===== config.mk =====
export PLATFORM = sky130hd
export DESIGN_NAME = adder_rr_scheduler
export DESIGN_NICKNAME = d
export VERILOG_FILES = /design/src/rtl/adder_rr_scheduler.sv
export SDC_FILE = /design/constraint.sdc
export NUM_CORES = 1
export LEC_CHECK = 0
export CAP_MARGIN = 30
export CORE_MARGIN = 2
export CORE_UTILIZATION = 45
export CTS_CLUSTER_SIZE = 25
export DETAILED_ROUTE_END_ITERATION = 12
export PLACE_DENSITY_LB_ADDON = 0.1
export SLEW_MARGIN = 20
export SYNTH_ARGS = -nofsm -noshare
export SYNTH_HDL_FRONTEND = slang
export SYNTH_SLANG_ARGS = --single-unit

===== constraint.sdc =====
create_clock -name clk -period 7.4 [get_ports clk]
set_clock_uncertainty 0.05 [all_clocks]
set_input_delay 1.85 -clock clk [delete_from_list [all_inputs] [get_ports clk]]
set_output_delay 1.85 -clock clk [all_outputs]
set_load 0.005 [all_outputs]

===== src/rtl/adder_rr_scheduler.sv =====
// Round-robin arbiter sharing one fixed-latency adder among N_REQ requesters.
// One operation in flight; operands held on the adder, sum returned tagged with requester id.
module adder_rr_scheduler #(
   parameter int unsigned N_REQ       = 3,
   parameter int unsigned DATA_W      = 8,
   parameter int unsigned ADD_LATENCY = 1,
   localparam int unsigned ID_W       = $clog2(N_REQ)
) (
   input  logic                      clk,
   input  logic                      reset,
   input  logic [N_REQ-1:0]          req_valid,
   output logic [N_REQ-1:0]          req_ready,
   input  logic [N_REQ*DATA_W-1:0]   req_a,
   input  logic [N_REQ*DATA_W-1:0]   req_b,
   output logic                      rsp_valid,
   input  logic                      rsp_ready,
   output logic [DATA_W-1:0]         rsp_data,
   output logic [ID_W-1:0]           rsp_id,
   output logic [DATA_W-1:0]         add_a,
   output logic [DATA_W-1:0]         add_b,
   input  logic [DATA_W-1:0]         add_x,
   output logic                      busy
);

   localparam int unsigned CNT_W  = 4;
   localparam int unsigned SCAN_W = ID_W + 1;

   typedef enum logic [1:0] {
      ST_IDLE = 2'd0,
      ST_WAIT = 2'd1,
      ST_RESP = 2'd2
   } state_t;

   state_t              r_state;
   state_t              w_state_nxt;

   logic [ID_W-1:0]     r_rr_ptr;
   logic [CNT_W-1:0]    r_cnt;
   logic [DATA_W-1:0]   r_add_a;
   logic [DATA_W-1:0]   r_add_b;
   logic [DATA_W-1:0]   r_rsp_data;
   logic [ID_W-1:0]     r_rsp_id;
   logic                r_rsp_valid;
   logic                r_busy;

   logic                w_grant_found;
   logic [ID_W-1:0]     w_grant_idx;
   logic [SCAN_W-1:0]   w_scan_idx;
   logic [ID_W-1:0]     w_ptr_nxt;
   logic [DATA_W-1:0]   w_sel_a;
   logic [DATA_W-1:0]   w_sel_b;
   logic [N_REQ-1:0]    w_req_ready;
   logic                w_accept;
   logic                w_sample;
   logic                w_rsp_done;

   // Round-robin search starting at r_rr_ptr, wrapping modulo N_REQ
   always_comb begin
      w_grant_found = 1'b0;
      w_grant_idx   = '0;
      w_scan_idx    = '0;
      for (int unsigned k = 0; k < N_REQ; k++) begin
         w_scan_idx = {1'b0, r_rr_ptr} + SCAN_W'(k);
         if (w_scan_idx >= SCAN_W'(N_REQ)) begin
            w_scan_idx = w_scan_idx - SCAN_W'(N_REQ);
         end
         if (!w_grant_found && req_valid[w_scan_idx[ID_W-1:0]]) begin
            w_grant_found = 1'b1;
            w_grant_idx   = w_scan_idx[ID_W-1:0];
         end
      end
   end

   assign w_ptr_nxt = (w_grant_idx == ID_W'(N_REQ - 1)) ? '0 : (w_grant_idx + ID_W'(1));

   // Operand slice of the granted requester
   always_comb begin
      w_sel_a = '0;
      w_sel_b = '0;
      for (int unsigned i = 0; i < N_REQ; i++) begin
         if (w_grant_idx == ID_W'(i)) begin
            w_sel_a = req_a[i*DATA_W +: DATA_W];
            w_sel_b = req_b[i*DATA_W +: DATA_W];
         end
      end
   end

   // State register
   always_ff @(posedge clk or posedge reset) begin
      if (reset) begin
         r_state <= ST_IDLE;
      end else begin
         r_state <= w_state_nxt;
      end
   end

   // Next-state logic
   always_comb begin
      w_state_nxt = r_state;
      case (r_state)
         ST_IDLE: if (w_grant_found)        w_state_nxt = ST_WAIT;
         ST_WAIT: if (r_cnt == '0)          w_state_nxt = ST_RESP;
         ST_RESP: if (rsp_ready)            w_state_nxt = ST_IDLE;
         default:                           w_state_nxt = ST_IDLE;
      endcase
   end

   // Output/control decode; the grant is offered combinationally only while idle
   always_comb begin
      w_req_ready = '0;
      w_accept    = 1'b0;
      w_sample    = 1'b0;
      w_rsp_done  = 1'b0;
      case (r_state)
         ST_IDLE: begin
            if (w_grant_found) begin
               w_req_ready = N_REQ'(1) << w_grant_idx;
               w_accept    = 1'b1;
            end
         end
         ST_WAIT: w_sample   = (r_cnt == '0);
         ST_RESP: w_rsp_done = rsp_ready & r_rsp_valid;
         default: ;
      endcase
   end

   // Datapath: operand capture, latency count, response hold
   always_ff @(posedge clk or posedge reset) begin
      if (reset) begin
         r_rr_ptr    <= '0;
         r_cnt       <= '0;
         r_add_a     <= '0;
         r_add_b     <= '0;
         r_rsp_data  <= '0;
         r_rsp_id    <= '0;
         r_rsp_valid <= 1'b0;
      end else begin
         if (w_accept) begin
            r_add_a  <= w_sel_a;
            r_add_b  <= w_sel_b;
            r_rsp_id <= w_grant_idx;
            r_rr_ptr <= w_ptr_nxt;
            r_cnt    <= CNT_W'(ADD_LATENCY);
         end
         if (r_state == ST_WAIT) begin
            if (w_sample) begin
               r_rsp_data  <= add_x;
               r_rsp_valid <= 1'b1;
            end else begin
               r_cnt <= r_cnt - CNT_W'(1);
            end
         end
         if (w_rsp_done) begin
            r_rsp_valid <= 1'b0;
         end
      end
   end

   always_ff @(posedge clk or posedge reset) begin
      if (reset) begin
         r_busy <= 1'b0;
      end else begin
         r_busy <= (w_state_nxt != ST_IDLE);
      end
   end

   assign req_ready = w_req_ready;
   assign rsp_valid = r_rsp_valid;
   assign rsp_data  = r_rsp_data;
   assign rsp_id    = r_rsp_id;
   assign add_a     = r_add_a;
   assign add_b     = r_add_b;
   assign busy      = r_busy;

   a_grant_onehot: assert property (@(posedge clk) disable iff (reset) $onehot0(req_ready));

   a_rsp_hold: assert property (@(posedge clk) disable iff (reset)
      (rsp_valid && !rsp_ready) |=> (rsp_valid && $stable(rsp_data) && $stable(rsp_id)));

endmodule


# Yosys cells after proc, flatten, opt, wreduce, memory -nomap -nowiden
# Index checks and enable logic that the tools add are counted.
[totals] word_cells=78 output_inout_bits=31 inputBits=62 register_bits=36
[op_classes] shift=1 add_sub_neg=7 n_bitwise=1 n_eq_ne=4 n_reduce_logical=12 magnitude_cmp=6 mux=38
[op_table] cell="$mux 8" n=6
[op_table] cell="$mux 2" n=10
[op_table] cell="$mux 1" n=13
[op_table] cell="$mux 4" n=3
[op_table] cell="$lt 2x3->1 const B" n=3
[op_table] cell="$bmux 1 s2" n=3
[op_table] cell="$ge 3x2->1 const B" n=2
[op_table] cell="$mux 3" n=2
[op_table] cell="$pmux 2 s3" n=1
[op_table] cell="$reduce_bool 2->1" n=3
[op_table] cell="$sub 2x2->2 const B" n=3
[op_table] cell="$eq 2x1->1 const B" n=2
[op_table] cell="$eq 2x2->1 const B" n=2
[op_table] cell="$logic_not 2->1" n=2
[op_table] cell="$logic_not 4->1" n=1
[op_table] cell="$reduce_and 2->1" n=2
[op_table] cell="$sub 4x1->4 const B" n=1
[op_table] cell="$add 2x1->3 const B" n=1
[op_table] cell="$add 2x2->3 const B" n=1
[op_table] cell="$shl 1x2->3 const A" n=1
[op_table] cell="$add 2x1->2 const B" n=1
[op_table] cell="$ge 2x2->1 const B" n=1
[op_table] cell="$logic_and 1x1->1" n=2
[op_table] cell="$logic_not 1->1" n=2
[op_table] cell="$and 1x1->1" n=1

# Longest topological paths before layout
[depth] ltp_word=16 mapped_depth=11 mapped_depth_nobuf=8

# Worst setup path before layout
# Ideal clock, no wire load.
[synth_timing] path_kind="input -> output" from="input req_valid[2]" to="output req_ready[1]" setup_slack_ns=2.684 cell_stages=7 n_path_buf=2 t_required_ns=5.500 arrival_ns=2.816 cell_sequence="mux2i_1 o21a_1 nand4_1 and2_4 buf_6 buf_6 and2_1"
[synth_between] elab_chain_cells=12 word_cells_on_any_way=19 cone_classes="shift (1); mux (14); reduce/logical (4)"
[synth_lines] item="from (decl)" line="11" rtl="input logic [N_REQ-1:0] req_valid,"
[synth_lines] item="$bmux 1 s2" line="67" rtl="if (!w_grant_found && req_valid[w_scan_idx[ID_W-1:0]]) begin"
[synth_lines] item="$mux 1 (not written as such)" line="67"
[synth_lines] item="$mux 1" line="67"
[synth_lines] item="$logic_not 1->1" line="67"
[synth_lines] item="$logic_and 1x1->1" line="67"
[synth_lines] item="$mux 1" line="67"
[synth_lines] item="$logic_not 1->1" line="67"
[synth_lines] item="$logic_and 1x1->1" line="67"
[synth_lines] item="$mux 2" line="67"
[synth_lines] item="$shl 1x2->3" line="117" rtl="w_req_ready = N_REQ'(1) << w_grant_idx;"
[synth_lines] item="$mux 3 (*)" line="116" rtl="if (w_grant_found) begin"
[synth_lines] item="$mux 3 (*)" line="114" rtl="case (r_state)"
[synth_lines] item="to (decl)" line="12" rtl="output logic [N_REQ-1:0] req_ready,"
# Mark *: on every way between the ends. The rest lies on a longest branch, timed or not. The select of a mux whose other input is x is not followed.

# Final worst setup path
[layout_timing] from="input req_valid[2]" to="output req_ready[2]"
# Same word-level chain as after synthesis.

==> results.py <==
metrics = {
    "yosys": {
        "synth-compound-area-share_pct": 16.7,
        "ys_types": 39,
        "synth_warnings": 0,
        "synth.most_common_cell": "dfrtp_1",
        "synthFlopType": "dfrtp_1",
        "synthAdderAreaFrac_pct": 2.98,
        "synth_fp_nets": 267,
        "synth_top_cells_by_area": "dfrtp_1 43%, mux2i_1 8.6%, o211ai_2 6.0%",
        "synth-xor-area-share_pct": 0.417,
        "synth-simple-area-share_pct": 17.2,
        "synth.area.mux_share_pct": 13.4,
        "synthArstFlopShare_pct": 100,
        "synth_top_family_by_area": "simple AND/OR/NAND/NOR gates",
        "synth.avg_cell_area_um2": 10.5,
        "synthCells": 200,
        "synth_edf_count": 0,
        "syn_area_mm2": 0.00210,
        "yosysTopAreaCell": "dfrtp_1",
        "synth_top_area_share_pct": 42.9,
        "synthTopCellsByCount": "36 x dfrtp_1, 26 x nand2_1, 18 x mux2i_1",
        "seq_area_frac_synth_pct": 42.9,
        "synth_seq_cells": 36,
    },
    "grt": {
        "grt_pass1_vias": 1816,
        "grt_max_degree": 37,
        "antenna_found_initial": 0,
        "grt_usage_pct": 20.6,
        "grt-ovfl-total": 0,
        "grt_first_pass_wirelength_um": 8340,
    },
    "drt": {
        "routedWlPerCell_um": 15.0,
        "via_count": 1850,
        "vias_per_cell": 5.35,
        "drc_errors": 0,
        "finalWirelength_um": 5200,
        "dr.pass1.iters": 4,
        "drtIter0Drc": 159,
        "ant_nets": 0,
    },
    "pwr": {
        "p_per_area_mw_per_mm2": 468,
        "power_mw": 1.46,
        "p_leak_nw": 1.31,
        "ir_worst_vdd_mv": 0.250,
    },
    "outcome": {
        "status": "completed",
    },
    "clock_tree": {
        "htreeDepth": 2,
        "cts_tree": "built",
        "post-cts-setup-buffers": 0,
        "clock-sinks": 36,
        "numCtsBuffers": 5,
        "ctsResizeCount": 0,
        "clk_pin_slew_ps": 70,
        "max-clock-path-buffers": 2,
        "cts_root_buf": "clkbuf_8",
        "clkLatencyLatePin_ps": 290,
        "hold_buffers": 0,
    },
    "timing": {
        "min_period_over_period_pct": 82.3,
        "setup_viol": 0,
        "fin_crit_ps": 6090,
        "tns_ps": 0,
        "rsz0062_at_grt": "no",
        "slew_viol_final": 0,
        "fmax_ghz": 0.164,
        "hold_viol_final": 0,
        "maxSlewHeadroom_pct": 55.5,
        "hold_slack_ps": 434,
        "tightestPinTransition_ps": 666,
    },
    "floorplan": {
        "ioPinCount": 93,
        "rows": 24,
        "die_h_um": 72.3,
        "die_width_um": 72.3,
        "die_area_mm2": 0.00523,
        "initial_core_util_pct": 47.6,
        "core_area_mm2": 0.00441,
    },
    "place": {
        "dpl_cell_area_mm2": 0.00300,
        "placedCellCount": 338,
        "port-buffer-count": 92,
        "gp_congestion": 0.824,
        "hpwl_um": 3900,
    },
    "final_layout": {
        "post-route-cell-area_mm2": 0.00311,
        "finalNonFillerCells": 346,
        "areaGrowthSynthToFinish_pct": 48.1,
        "seqCellArea_um2": 901,
        "multi_input_area_mm2": 0.00107,
        "antenna_cells": 0,
        "nFillCells": 360,
        "drive_above_1_share_pct": 12.2,
        "fin_nets": 360,
    },
    "setup_path": {
        "arrival_ps": 4190,
        "critPathRequiredTime_ps": 5500,
        "cp_max_fo": 19,
        "critPathKind": "in -> out",
        "endpoint_kind": "output pin",
        "ff2ff_setup_slack_ps": 4560,
        "cp-start-kind": "input port",
    },
    "run": {
        "drv_cap": 0,
    },
    "hold_path": {
        "hold_path.class": "reg -> reg",
    },
}
==> stage by stage <==
stage,worst slack [ps],util (%)
5_1_grt,1160,70.5
6_report,1310,70.5
3_5_place_dp,1340,68.1
3_3_place_gp,1360,68.1
2_1_floorplan,2680,-
4_1_cts,1300,70.5
==> critical path: stages <==
cell and delay [ps]:
clkdlybuf4s50_1 560, mux2i_1 130, nor2_1 170, o21ai_1 140, a32oi_4 580, and2_2 250
clkdlybuf4s50_1 490
==> final timing paths <==
kind / from / end / cells past startpoint
worst max-delay path: req_valid[2] / req_ready[2] / 7
worst min-delay path: rsp_id[1] / rsp_id[1] / 1
worst max register to register: r_rr_ptr[0] / add_b[1] / 9
worst min register to register: rsp_id[1] / rsp_id[1] / 1
max in group asynchronous: reset / rsp_data[6] / 3
min in group asynchronous: reset / add_b[3] / 3
==> per-layer routing <==
metal,up-vias,routed length (um),track usage [%]
met5,-,0,0
met2,74,2550,34.0
met3,8,456,7.50
met1,871,2100,25.0
li1,897,-,-
met4,0,90,6.71
==> area by class of cell <==
class	count	area share (%)
repair buffers	95	30.3
multi-input cells	149	34.5
flip-flops and latches	36	29.0
clock buffers	6	2.33
well taps	52	2.09
clock inverters	2	1.13
inverters	6	0.724
==> cells by family (layout without fill, tap and decap cells) <==
kind of cell	count (synthesis)	after routing
simple gates	74	74
fa+ha+maj	5	5
mux	27	27
xor+xnor	1	1
buf+inv	15	109
flops	36	36
compound gates	42	42
==> flip-flops by register name, summed over array words and instances (netlist names) <==
name,cells
busy,1
r_state,2
rsp_valid,1
rsp_id,2
add_a,8
r_cnt,4
r_rr_ptr,2
rsp_data,8
add_b,8
==> placed cells by master (no fill, tap or decap), types with 6 or more instances in the layout <==
cell,Yosys,layout
clkdlybuf4s50_1,0,92
nand3_1,17,17
dfrtp_1,36,36
inv_1,6,6
nor2_1,13,13
o211ai_2,10,10
mux2i_1,18,18
mux2_2,9,9
nand2_1,26,26
o21ai_0,10,10
==> report_power, final <==
group          total [mW]  leakage (nW)  internal, mW  switching [mW]
Sequential          0.355         0.433         0.300          0.0557
Clock               0.170        0.0552         0.100          0.0705
Combinational       0.930         0.821         0.464           0.466
Total                1.46          1.31         0.863           0.593
Power figures use the tool's default switching activity.
